==> src/rtl/uart_ctrl_pkg.sv <==
// Shared definitions for the UART controller blocks: arbiter state encoding,
// default sizing and the engine start-acknowledge timeout.
package uart_ctrl_pkg;

  typedef enum logic [1:0] {
    IDLE      = 2'd0,
    START     = 2'd1,
    WAIT_DONE = 2'd2,
    HOLD      = 2'd3
  } arb_state_e;

  localparam int NUM_REQ_DEF       = 4;
  localparam int ID_W              = $clog2(NUM_REQ_DEF);
  localparam int START_TIMEOUT_DEF = 16;

  // Index after idx, wrapping back to 0 at n.
  function automatic int wrap_inc(input int idx, input int n);
    return (idx + 1 >= n) ? 0 : idx + 1;
  endfunction

endpackage

==> src/rtl/rr_pick.sv <==
// Rotating-priority selector: first set bit of valid_i at or after ptr_i,
// wrapping modulo N. Purely combinational.
module rr_pick #(
  parameter int N  = 4,
  parameter int IW = $clog2(N)
) (
  input  logic [N-1:0]  valid_i,
  input  logic [IW-1:0] ptr_i,
  output logic [N-1:0]  gnt_o,
  output logic [IW-1:0] idx_o,
  output logic          any_o
);

  logic [IW-1:0] cand;

  always_comb begin
    gnt_o = '0;
    idx_o = '0;
    any_o = 1'b0;
    cand  = '0;
    for (int k = 0; k < N; k++) begin
      cand = IW'((int'(ptr_i) + k) % N);
      if (!any_o && valid_i[cand]) begin
        any_o       = 1'b1;
        idx_o       = cand;
        gnt_o[cand] = 1'b1;
      end
    end
  end

endmodule

==> src/rtl/uart_tx_arbiter.sv <==
// Round-robin sharing of one UART TX engine among NUM_REQ byte producers,
// with grant hold across multi-byte messages and a start-acknowledge timeout.
module uart_tx_arbiter
  import uart_ctrl_pkg::*;
#(
  parameter int NUM_REQ       = NUM_REQ_DEF,
  parameter int DATA_W        = 8,
  parameter int START_TIMEOUT = START_TIMEOUT_DEF,
  parameter int GID_W         = $clog2(NUM_REQ)
) (
  input  logic                      clk,
  input  logic                      reset_n,
  input  logic [NUM_REQ-1:0]        req_valid,
  input  logic [NUM_REQ*DATA_W-1:0] req_data,
  input  logic [NUM_REQ-1:0]        req_last,
  output logic [NUM_REQ-1:0]        req_ready,
  output logic                      tx_start,
  output logic [DATA_W-1:0]         tx_data,
  input  logic                      tx_busy,
  output logic [GID_W-1:0]          grant_id,
  output logic                      grant_active,
  output logic                      err_timeout
);

  localparam int               CNT_W   = $clog2(START_TIMEOUT + 1);
  localparam logic [CNT_W-1:0] CNT_MAX = CNT_W'(START_TIMEOUT - 1);

  arb_state_e        state_q, state_d;
  logic [DATA_W-1:0] byte_q, byte_d;
  logic              last_q, last_d;
  logic [GID_W-1:0]  gid_q, gid_d;
  logic              gact_q, gact_d;
  logic [GID_W-1:0]  ptr_q, ptr_d;
  logic [CNT_W-1:0]  cnt_q, cnt_d;
  logic              err_q, err_d;

  logic [NUM_REQ-1:0] pick_gnt;
  logic [GID_W-1:0]   pick_idx;
  logic               pick_any;
  logic [GID_W-1:0]   ptr_next;

  rr_pick #(.N(NUM_REQ), .IW(GID_W)) u_pick (
    .valid_i (req_valid),
    .ptr_i   (ptr_q),
    .gnt_o   (pick_gnt),
    .idx_o   (pick_idx),
    .any_o   (pick_any)
  );

  // Releasing the grant always moves priority just past the owner.
  assign ptr_next = GID_W'(wrap_inc(int'(gid_q), NUM_REQ));

  always_comb begin
    state_d   = state_q;
    byte_d    = byte_q;
    last_d    = last_q;
    gid_d     = gid_q;
    gact_d    = gact_q;
    ptr_d     = ptr_q;
    cnt_d     = cnt_q;
    err_d     = 1'b0;
    req_ready = '0;
    case (state_q)
      IDLE: begin
        if (!tx_busy && pick_any) begin
          req_ready = pick_gnt;
          byte_d    = req_data[pick_idx*DATA_W +: DATA_W];
          last_d    = req_last[pick_idx];
          gid_d     = pick_idx;
          gact_d    = 1'b1;
          cnt_d     = '0;
          state_d   = START;
        end
      end
      START: begin
        if (tx_busy) begin
          state_d = WAIT_DONE;
        end else if (cnt_q == CNT_MAX) begin
          err_d   = 1'b1;
          gact_d  = 1'b0;
          ptr_d   = ptr_next;
          state_d = IDLE;
        end else begin
          cnt_d = cnt_q + 1'b1;
        end
      end
      WAIT_DONE: begin
        if (!tx_busy) begin
          if (last_q) begin
            gact_d  = 1'b0;
            ptr_d   = ptr_next;
            state_d = IDLE;
          end else begin
            state_d = HOLD;
          end
        end
      end
      HOLD: begin
        // Owner keeps the engine even while idle; no timeout applies here.
        if (req_valid[gid_q]) begin
          req_ready[gid_q] = 1'b1;
          byte_d           = req_data[gid_q*DATA_W +: DATA_W];
          last_d           = req_last[gid_q];
          cnt_d            = '0;
          state_d          = START;
        end
      end
      default: state_d = IDLE;
    endcase
  end

  always_ff @(posedge clk or negedge reset_n) begin
    if (!reset_n) begin
      state_q <= IDLE;
      byte_q  <= '0;
      last_q  <= 1'b0;
      gid_q   <= '0;
      gact_q  <= 1'b0;
      ptr_q   <= '0;
      cnt_q   <= '0;
      err_q   <= 1'b0;
    end else begin
      state_q <= state_d;
      byte_q  <= byte_d;
      last_q  <= last_d;
      gid_q   <= gid_d;
      gact_q  <= gact_d;
      ptr_q   <= ptr_d;
      cnt_q   <= cnt_d;
      err_q   <= err_d;
    end
  end

  assign tx_start     = (state_q == START);
  assign tx_data      = byte_q;
  assign grant_id     = gid_q;
  assign grant_active = gact_q;
  assign err_timeout  = err_q;

endmodule

==> config.mk <==
export PLATFORM = sky130hd
export DESIGN_NAME = uart_tx_arbiter
export DESIGN_NICKNAME = d
export VERILOG_FILES = /design/src/rtl/uart_ctrl_pkg.sv /design/src/rtl/rr_pick.sv /design/src/rtl/uart_tx_arbiter.sv
export SDC_FILE = /design/constraint.sdc
export NUM_CORES = 1
export LEC_CHECK = 0
export BUFFER_PORTS_ARGS = -buffer_cell sky130_fd_sc_hd__buf_2
export CAP_MARGIN = 20
export CORE_MARGIN = 2
export CORE_UTILIZATION = 40
export DETAILED_ROUTE_END_ITERATION = 10
export SYNTH_ARGS = -nofsm -noshare
export SYNTH_HDL_FRONTEND = slang
export SYNTH_HIERARCHICAL = 1
export SYNTH_SLANG_ARGS = --single-unit
==> constraint.sdc <==
create_clock -name clk -period 3.9 [get_ports clk]
set_input_delay 0.195 -clock clk [delete_from_list [all_inputs] [get_ports clk]]
set_output_delay 0.195 -clock clk [all_outputs]
set_load 0.05 [all_outputs]
==> run summary, run 1 <==
Mapped Cells - 176
clk slew on worst S/H paths - 0.08 ns
main combinational cell family by area after synthesis - multiplexers
fraction of registers with async set/reset - 1.000
Area Growth Syn to Fin - 21.89%
worst reg2reg endpoint - tx_data[3]
switching share of power - 0.4773
DRC Markers - 0
ant diodes - 0
Cell Int Power - 1.206 mW
Post-CTS Setup Bufs - 0
min-delay src - tx_busy
Post-synth EDFFs - 0
synth top area cells - dfrtp_1, mux4_2, ha_1
Nets - 296
worst r2r src - ptr_q[1]
crit start category - register
Period Utilization, post-route - 0.8523
Final Critical Period - 3.324 ns
Synth Area in Simple Gates - 0.1251
Layout fillers - 420
Final ANT Viol Nets - 0
HPWL Detailed - 3.510 mm
WP depth - 10
Synth cell types - 38
Post-synth top cells - dfrtp_1, ha_1, nand2_1
H-tree levels - 1
maximum net fanout on the critical path - 10
critical path cell sequence - inv_1 -> ha_1 -> mux4_2 -> nor4b_4 -> nor2_1 -> a32o_1 -> mux2i_1 -> buf_4 -> mux4_2 -> mux2_2
outcome - completed
worst rel slew slack - 0.4777
pin slew with the least headroom to its limit - 0.7834 ns
# IOs - 60
core area - 4661 sq um
CTS tree - yes
post-synthesis mux area share - 0.3036
Rows - 25
die height - 73.29 microns
share of cells above drive strength 1 - 0.4153
Top FF cell, synth - dfrtp_1
Total GRT Usage - 0.1533
port bufs - 59
post-detailed-routing wire length - 4.330 mm
delay of the slowest critical-path stage - 0.52 ns
CP arrival - 3.48 ns
final design utilization - 0.5023
CP Capture Point - tx_data[3]
Inst Count DP - 285
Post-Synth XOR/XNOR Area - 0
switching power - 1.102 mW
critical path class - reg2reg
grt total ovfl - 0
maximum VDD drop - 0.3540 mV
combinational power share - 0.720
post-cts gate resize count - 0
final setup vio count - 0
DR vias - 1583
Synth area leader - dfrtp_1
first-pass GRT wire length - 6.458 mm
Buf/Inv on CP - 2
number of max-cap violations - 0
die area - 5371 sq um
vias in the first global route - 1411
syn nets - 235
Yosys reg bits - 22
Clk Latency, worst-skew pair - 0.26 ns
Yosys top cell area share - 0.2866
most common cell in the synthesized netlist - dfrtp_1
Flop pwr share - 0.186
WL per Instance - 14.93 microns
chip width - 73.29 microns
R2R Setup Slk - 0.58 ns
Max Clk Rate - 0.3008 GHz
Synth Cell Area - 1921 sq um
setup repair after global routing missed its margin - no
setup TNS - 0 ns
Worst path slowest cell - dfrtp_1
clock sink count - 22
WP data required - 4.05 ns
antenna violations before repair - 0
first-pass detailed-route iteration total - 4
PD cells - 986.0 nW/um^2
syn avg cell area - 10.91 sq um
R2R depth - 10
Synth Area in Compound Gates - 0.1290
largest net degree at the start of global routing - 23
adder-cell share of the synthesized area - 0.1042
final hold vios - 0
Clock Tree Buf Depth - 2
routed vias/inst - 5.459
Initial Util - 0.4121
Critical Path End Type - register
RePlAce Congestion - 0.8733
clock share of power - 0.094
cell repeated most along the worst path - mux4_2
Ys Warns - 6
Final Instance Count excl. Fillers - 290
clock skew - 0.002429 ns
Top delay family on crit path - multiplexers
Pleak - 1.116 nW
final slew viol count - 0
initial detailed-routing violation count - 98
CP startpoint - ptr_q[1]
Hold Crit Class - in2reg
hold_ws - 0.1579 ns
clock root cell - clkbuf_8
CTS Buf Count - 3
register area share after synthesis - 0.2866
layout make-up:
type	instances	area, sq um	area share
clock inverter	1	30.03	0.01283
multi-input combinational	133	1271	0.5430
timing repair buffer	63	327.8	0.1400
tap	54	67.56	0.02886
sequential	22	550.5	0.2352
clock buffer	3	41.29	0.01764
inverter	14	52.55	0.02245
what timing repair did:
item | CTS | global route
hold buffers | 1 | 0
setup endpoints to repair | 0 | 0
hold endpoints to repair | 22 | 0
cells in the final DEF (no fill, tap or decap), drive strengths merged, types with 3 or more instances in the layout:
cell / instances
a21oi: 3
a22oi: 12
and3: 4
buf: 62
clkbuf: 3
dfrtp: 22
ha: 16
inv: 14
mux2: 14
mux2i: 8
mux4: 15
nand2: 15
nand2b: 6
nor2: 9
o21ai: 9
worst register-to-register path, stage by stage (launching register included):
cell and delay, ns:
dfrtp_1 0.52, inv_1 0.15, ha_1 0.37, mux4_2 0.44
nor4b_4 0.41, nor2_1 0.09, a32o_1 0.28, mux2i_1 0.16
buf_4 0.20, mux4_2 0.31, mux2_2 0.28
per-stage QoR:
step	worst slack [ns]	area, sq um	power (mW)
global placement	0.6879	2260	2.088
detailed placement	0.6125	2260	2.106
finish	0.5760	2341	2.308
floorplan	0.6603	1921	1.779
global route	0.3677	2341	2.473
CTS	0.5980	2341	2.328
power groups by stage:
stage | Clock (mW) | Sequential (mW) | Combinational, mW
2_1_floorplan | 0 | 0.611 | 1.17
3_3_place_gp | 0 | 0.432 | 1.66
3_5_place_dp | 0 | 0.436 | 1.67
4_1_cts | 0.224 | 0.430 | 1.67
5_1_grt | 0.230 | 0.443 | 1.80
6_report | 0.216 | 0.430 | 1.66
worst min path at each step:
| stage | end | depth (start not counted) | slack, ns |
|---|---|---|---|
| after floorplan | cnt_q[0] | 0 | -0.10 |
| after global placement | grant_active | 1 | 0.21 |
| after detailed placement | err_timeout | 1 | 0.21 |
| after CTS | err_timeout | 2 | 0.15 |
| after global routing | err_timeout | 2 | 0.17 |
| final | err_timeout | 2 | 0.16 |
sequential cells by signal (all words and copies together) (netlist names):
register      flops
tx_data           8
cnt_q             5
grant_id          2
ptr_q             2
state_q           2
err_timeout       1
grant_active      1
last_q            1
layer usage:
| metal | vias up | global-route usage | wire, microns |
|---|---|---|---|
| li1 | 778 | - | - |
| met1 | 775 | 0.2071 | 1916 |
| met2 | 24 | 0.2573 | 2254 |
| met3 | 6 | 0.008230 | 92 |
| met4 | 0 | 0.06263 | 67 |
| met5 | - | 0 | 0 |
cell families after synthesis:
| family | after synthesis |
|---|---|
| buffers and inverters | 21 |
| adders and majority gates | 16 |
| and+or+nand+nor | 45 |
| DFF | 22 |
| AOI/OAI and AO/OA | 35 |
| muxes | 37 |
No activity file was read; power rests on OpenSTA's default activity.
==> inputs of run 2 (changes only) <==
CAP_MARGIN = 15   (was 20)
CORE_ASPECT_RATIO = 1.5   (was unset)
==> run 2 against run 1 <==
Against the previous run:
- die area rose by 0.22%
- flip-flop and latch count did not move
- design area rose by 0.48%
- combinational power is 2% higher
- non-clock buffer count is 2 higher
- utilization is 1.1 points higher
- first-iteration DRC count shrank 46%
- sequential share of layout area down 0.11 points
- via count is 2.3% higher
- clock skew rose by 0.0039 ns
- total power fell by 1.3%
- critical endpoint is now tx_data[4]
- largest power group unchanged
- highest routed layer unchanged
==> run summary, run 2 (synthesized netlist as in run 1, its figures left out) <==
max reg flops - 8
Period Utilization, post-route - 0.8104
CP arrival - 3.31 ns
clock sink count - 22
most frequent cells in the layout - buf_2, dfrtp_1, ha_1
Layout fillers - 472
Inst Count DP - 297
critical path class - reg2reg
post-detailed-routing wire length - 4.600 mm
core area - 4579 sq um
ant diodes - 0
die area - 5383 sq um
initial detailed-routing violation count - 53
largest net degree at the start of global routing - 23
grt total ovfl - 0
clk slew on worst S/H paths - 0.09 ns
pin slew with the least headroom to its limit - 0.5387 ns
Post-Layout Inst Area - 2352 sq um
Final Instance Count excl. Fillers - 302
clock root cell - clkbuf_8
final setup margin - 0.7395 ns
Hold Crit Class - in2reg
CTS Buf Count - 3
WL per Instance - 15.23 microns
first-pass GRT wire length - 7.438 mm
Pleak - 1.119 nW
Initial Util - 0.4194
routed vias/inst - 5.361
# IOs - 60
Total GRT Usage - 0.1828
Setup WS pre-CTS - 0.7757 ns
DRC Markers - 0
final slew viol count - 0
Final ANT Viol Nets - 0
Final Critical Period - 3.161 ns
Rows - 30
overall power - 2.279 mW
maximum net fanout on the critical path - 10
Nets - 298
Clock Tree Buf Depth - 2
most common library cell in the layout ignoring fill and taps - buf_2
HPWL Detailed - 3.762 mm
crit start category - register
number of max-cap violations - 0
RePlAce Congestion - 0.8515
DR vias - 1619
hold_ws - 0.1578 ns
Clk Latency, worst-skew pair - 0.27 ns
outcome - completed
H-tree levels - 1
WP data required - 4.05 ns
first-pass detailed-route iteration total - 4
die height - 88.87 microns
clock skew - 0.006338 ns
worst rel slew slack - 0.6409
CTS tree - yes
post-cts gate resize count - 0
setup repair after global routing missed its margin - no
vias in the first global route - 1610
chip width - 60.58 microns
final setup vio count - 0
port bufs - 59
final design utilization - 0.5137
PD cells - 968.7 nW/um^2
setup TNS - 0 ns
maximum VDD drop - 0.4287 mV
Area Growth Syn to Fin - 22.48%
Placed Area - 2287 sq um
share of cells above drive strength 1 - 0.4202
final hold vios - 0
antenna violations before repair - 0
Max Clk Rate - 0.3164 GHz
Critical Path End Type - register
run 2: layout make-up:
class,count,area [sq um],area share
Clock buffer,4,55.05,0.02340
Multi-Input combinational cell,133,1271,0.5404
Tap cell,64,80.08,0.03404
Inverter,14,52.55,0.02234
Sequential cell,22,550.5,0.2340
Timing Repair Buffer,65,342.8,0.1457
run 2: report_power, final:
part           switching (mW)  total [mW]  internal [mW]
combinational           0.948        1.70          0.748
clock                  0.0797       0.170         0.0901
sequential             0.0780       0.413          0.335
total                    1.11        2.28           1.17
run 2: final timing paths:
kind	startpoint	end	slack (ns)	depth (start not counted)
setup reg to reg	ptr_q[0]	tx_data[4]	0.74	10
min in group asynchronous	reset_n	cnt_q[4]	0.44	2
max in group asynchronous	reset_n	tx_data[0]	3.10	2
setup / recovery	ptr_q[0]	tx_data[4]	0.74	10
hold reg to reg	tx_data[0]	tx_data[0]	0.50	1
hold / removal	tx_busy	err_timeout	0.16	2
run 2: per-layer routing:
metal | share of wire | up-vias | track usage
met5 | 0 | - | 0
met4 | 0.025 | 0 | 0.08103
li1 | - | 788 | -
met2 | 0.57 | 36 | 0.3451
met1 | 0.38 | 787 | 0.2026
met3 | 0.020 | 8 | 0.01023
run 2: critical path, stage by stage, from the launching register on:
cell and delay [ns]:
dfrtp_1 0.37, inv_1 0.08, ha_1 0.39, mux4_2 0.46
nor4b_4 0.42, nor2_1 0.12, a32o_1 0.30, mux2i_1 0.15
buf_4 0.19, mux4_2 0.29, mux2_2 0.27
run 2: repair_timing:
action	CTS	global route
hold endpoints to repair	22	0
hold buffers	1	0
buffers inserted	0	0
==> inputs of run 3 (changes only) <==
ABC_AREA = 1   (was unset)
PLACE_DENSITY = 0.65   (was unset)
clock period = 2.9 ns   (was 3.9 ns; I/O delays follow)
==> run 3 against run 2 <==
Against the previous run:
- critical path depth up 2
- combinational power up 61%
- worst setup slack worse by 0.54 ns
- first-iteration DRC count up 130%
- count of clock-buffer cells in the layout down 1
- synthesized area up 22%
- flip-flop and latch count unchanged
- register-to-register slack worse by 0.43 ns
- total power up 58%
- critical path type is now reg2out
- largest cell class unchanged
==> run summary, run 3 <==
maximum net fanout on the critical path - 13
vias in the first global route - 2340
Worst path slowest cell - dfrtp_1
synth top area cells - dfrtp_1, nand2_1, nand3_1
R2R Setup Slk - 0.31 ns
Top delay family on crit path - simple AND/OR/NAND/NOR gates
Synth area leader - dfrtp_1
Pleak - 1.630 nW
Hold Path End - err_timeout
routed vias/inst - 5.028
Max Clk Rate - 0.3709 GHz
port bufs - 59
Ys Warns - 6
clock skew - 0.005246 ns
switching share of power - 0.5915
WL per Instance - 12.49 microns
Cell Int Power - 1.467 mW
Clk Latency, worst-skew pair - 0.27 ns
ant diodes - 0
min-delay src - tx_busy
worst rel slew slack - 0.6095
Final ANT Viol Nets - 0
Post-synth top cells - nand2_1, nand3_1, inv_1
clock share of power - 0.081
Top FF cell, synth - dfrtp_1
DR vias - 2494
most common library cell in the layout ignoring fill and taps - nand2_1
multi-input logic area - 1495 sq um
WP data required - 2.76 ns
hold_ws - 0.07273 ns
die area - 6487 sq um
core area - 5743 sq um
grt total ovfl - 0
Clock Tree Buf Depth - 2
outcome - completed
antenna violations before repair - 0
Final Critical Period - 2.696 ns
Worst Hold Path Cells - 2
Mapped Cells - 362
CTS Buf Count - 3
R2R depth - 15
Sequential Area - 550.5 sq um
Placed Area - 2681 sq um
clock root cell - clkbuf_8
Yosys reg bits - 22
RePlAce Congestion - 0.8996
Buf/Inv on CP - 3
Critical Path End Type - primary output
post-detailed-routing wire length - 6.193 mm
Period Utilization, post-route - 0.9297
chip width - 66.43 microns
Synth Cell Area - 2338 sq um
Hold Crit Class - in2reg
Post-Layout Inst Area - 2765 sq um
HPWL Detailed - 4.991 mm
final hold vios - 0
Synth cell types - 26
pin slew with the least headroom to its limit - 0.5858 ns
Nets - 484
first-pass GRT wire length - 10.16 mm
syn avg cell area - 6.460 sq um
share of cells above drive strength 1 - 0.2453
switching power - 2.124 mW
Initial Util - 0.4072
Layout fillers - 606
syn nets - 421
worst reg2reg endpoint - tx_data[4]
Rows - 34
register area share after synthesis - 0.2354
final setup vio count - 0
DRC Markers - 0
largest net degree at the start of global routing - 23
PD cells - 1299 nW/um^2
number of max-cap violations - 0
Flop pwr share - 0.158
# IOs - 60
cell repeated most along the worst path - nand2_1
H-tree levels - 1
crit start category - register
combinational power share - 0.761
most common cell in the synthesized netlist - nand2_1
worst r2r src - ptr_q[0]
CP arrival - 2.55 ns
Total GRT Usage - 0.1956
Area Growth Syn to Fin - 18.24%
die height - 97.65 microns
most frequent cells in the layout - nand2_1, nand3_1, buf_2
critical path cell sequence - inv_2 -> ha_1 -> inv_1 -> nand2_1 -> nand2_2 -> nor2_4 -> nand4_1 -> nand2_1 -> nor2_2 -> nand2_1 -> a21oi_1 -> buf_2
fraction of registers with async set/reset - 1.000
critical path class - reg2out
delay of the slowest critical-path stage - 0.54 ns
clock sink count - 22
Post-synth EDFFs - 0
maximum VDD drop - 0.6173 mV
first-pass detailed-route iteration total - 4
max reg flops - 8
setup TNS - 0 ns
clk slew on worst S/H paths - 0.09 ns
final slew viol count - 0
Yosys top cell area share - 0.2354
initial detailed-routing violation count - 124
setup repair after global routing missed its margin - no
CTS tree - yes
run 3: cell types whose count changed after synthesis, sizes merged, moves of 4 or more:
cell    previous run  this run
a21boi             0         5
a22oi             12         0
mux4              15         0
mux2              14         0
nand3              1        78
nand2b             6         0
nand2             15       132
nand4              2         8
inv               14        56
mux2i              8         0
and3               4         0
a21oi              3        13
nor2               9        17
run 3: cells by family (layout without fill, tap and decap cells):
| group | after synthesis | count (layout) | share of synthesized area |
|---|---|---|---|
| DFF | 22 | 22 | 0.2354 |
| AOI/OAI and AO/OA | 26 | 26 | 0.06528 |
| buffers and inverters | 63 | 125 | 0.1263 |
| adders and majority gates | 16 | 16 | 0.08561 |
| and+or+nand+nor | 235 | 235 | 0.4874 |
run 3: layout make-up:
type                            count  share of cell area
Multi-Input combinational cell    277              0.5407
Sequential cell                    22              0.1991
Timing Repair Buffer               65              0.1240
Inverter                           56             0.07783
Tap cell                           72             0.03258
Clock buffer                        3             0.01493
Clock inverter                      1             0.01086
run 3: power groups by stage:
stage	Combinational, mW	Clock [mW]	Sequential [mW]
finish	2.73	0.292	0.567
global route	3.05	0.311	0.581
CTS	2.75	0.298	0.566
detailed placement	2.74	0	0.567
global placement	2.70	0	0.568
floorplan	2.02	0	0.785
run 3: worst max-delay path by stage:
stage / from / end / cells after the start
floorplan: ptr_q[0] / req_ready[0] / 12
global placement: ptr_q[0] / tx_data[4] / 15
detailed placement: ptr_q[0] / tx_data[4] / 15
CTS: ptr_q[0] / req_ready[3] / 12
global route: ptr_q[0] / req_ready[2] / 12
finish: ptr_q[0] / req_ready[3] / 12
run 3: stage by stage:
| step | setup WS, ns | utilization | total power [mW] | instances |
|---|---|---|---|---|
| global placement | 0.4219 | 0.4669 | 3.267 | 491 |
| global route | 0.001678 | 0.4815 | 3.939 | 496 |
| CTS | 0.05627 | 0.4810 | 3.612 | 496 |
| floorplan | 0.1382 | - | 2.801 | 362 |
| detailed placement | 0.3168 | 0.4669 | 3.312 | 491 |
| finish | 0.2038 | 0.4815 | 3.591 | 496 |
run 3: repair_timing:
action	4_1_cts	5_1_grt
setup buffers	0	0
hold buffers	1	0
setup endpoints to repair	0	4
endpoints found under the hold margin	22	0
resized for setup	0	1
run 3: routing by layer:
| layer | wire (microns) | global-route usage |
|---|---|---|
| met5 | 0 | 0 |
| met4 | 112 | 0.06279 |
| met3 | 203 | 0.01622 |
| met2 | 3398 | 0.3723 |
| met1 | 2479 | 0.2186 |
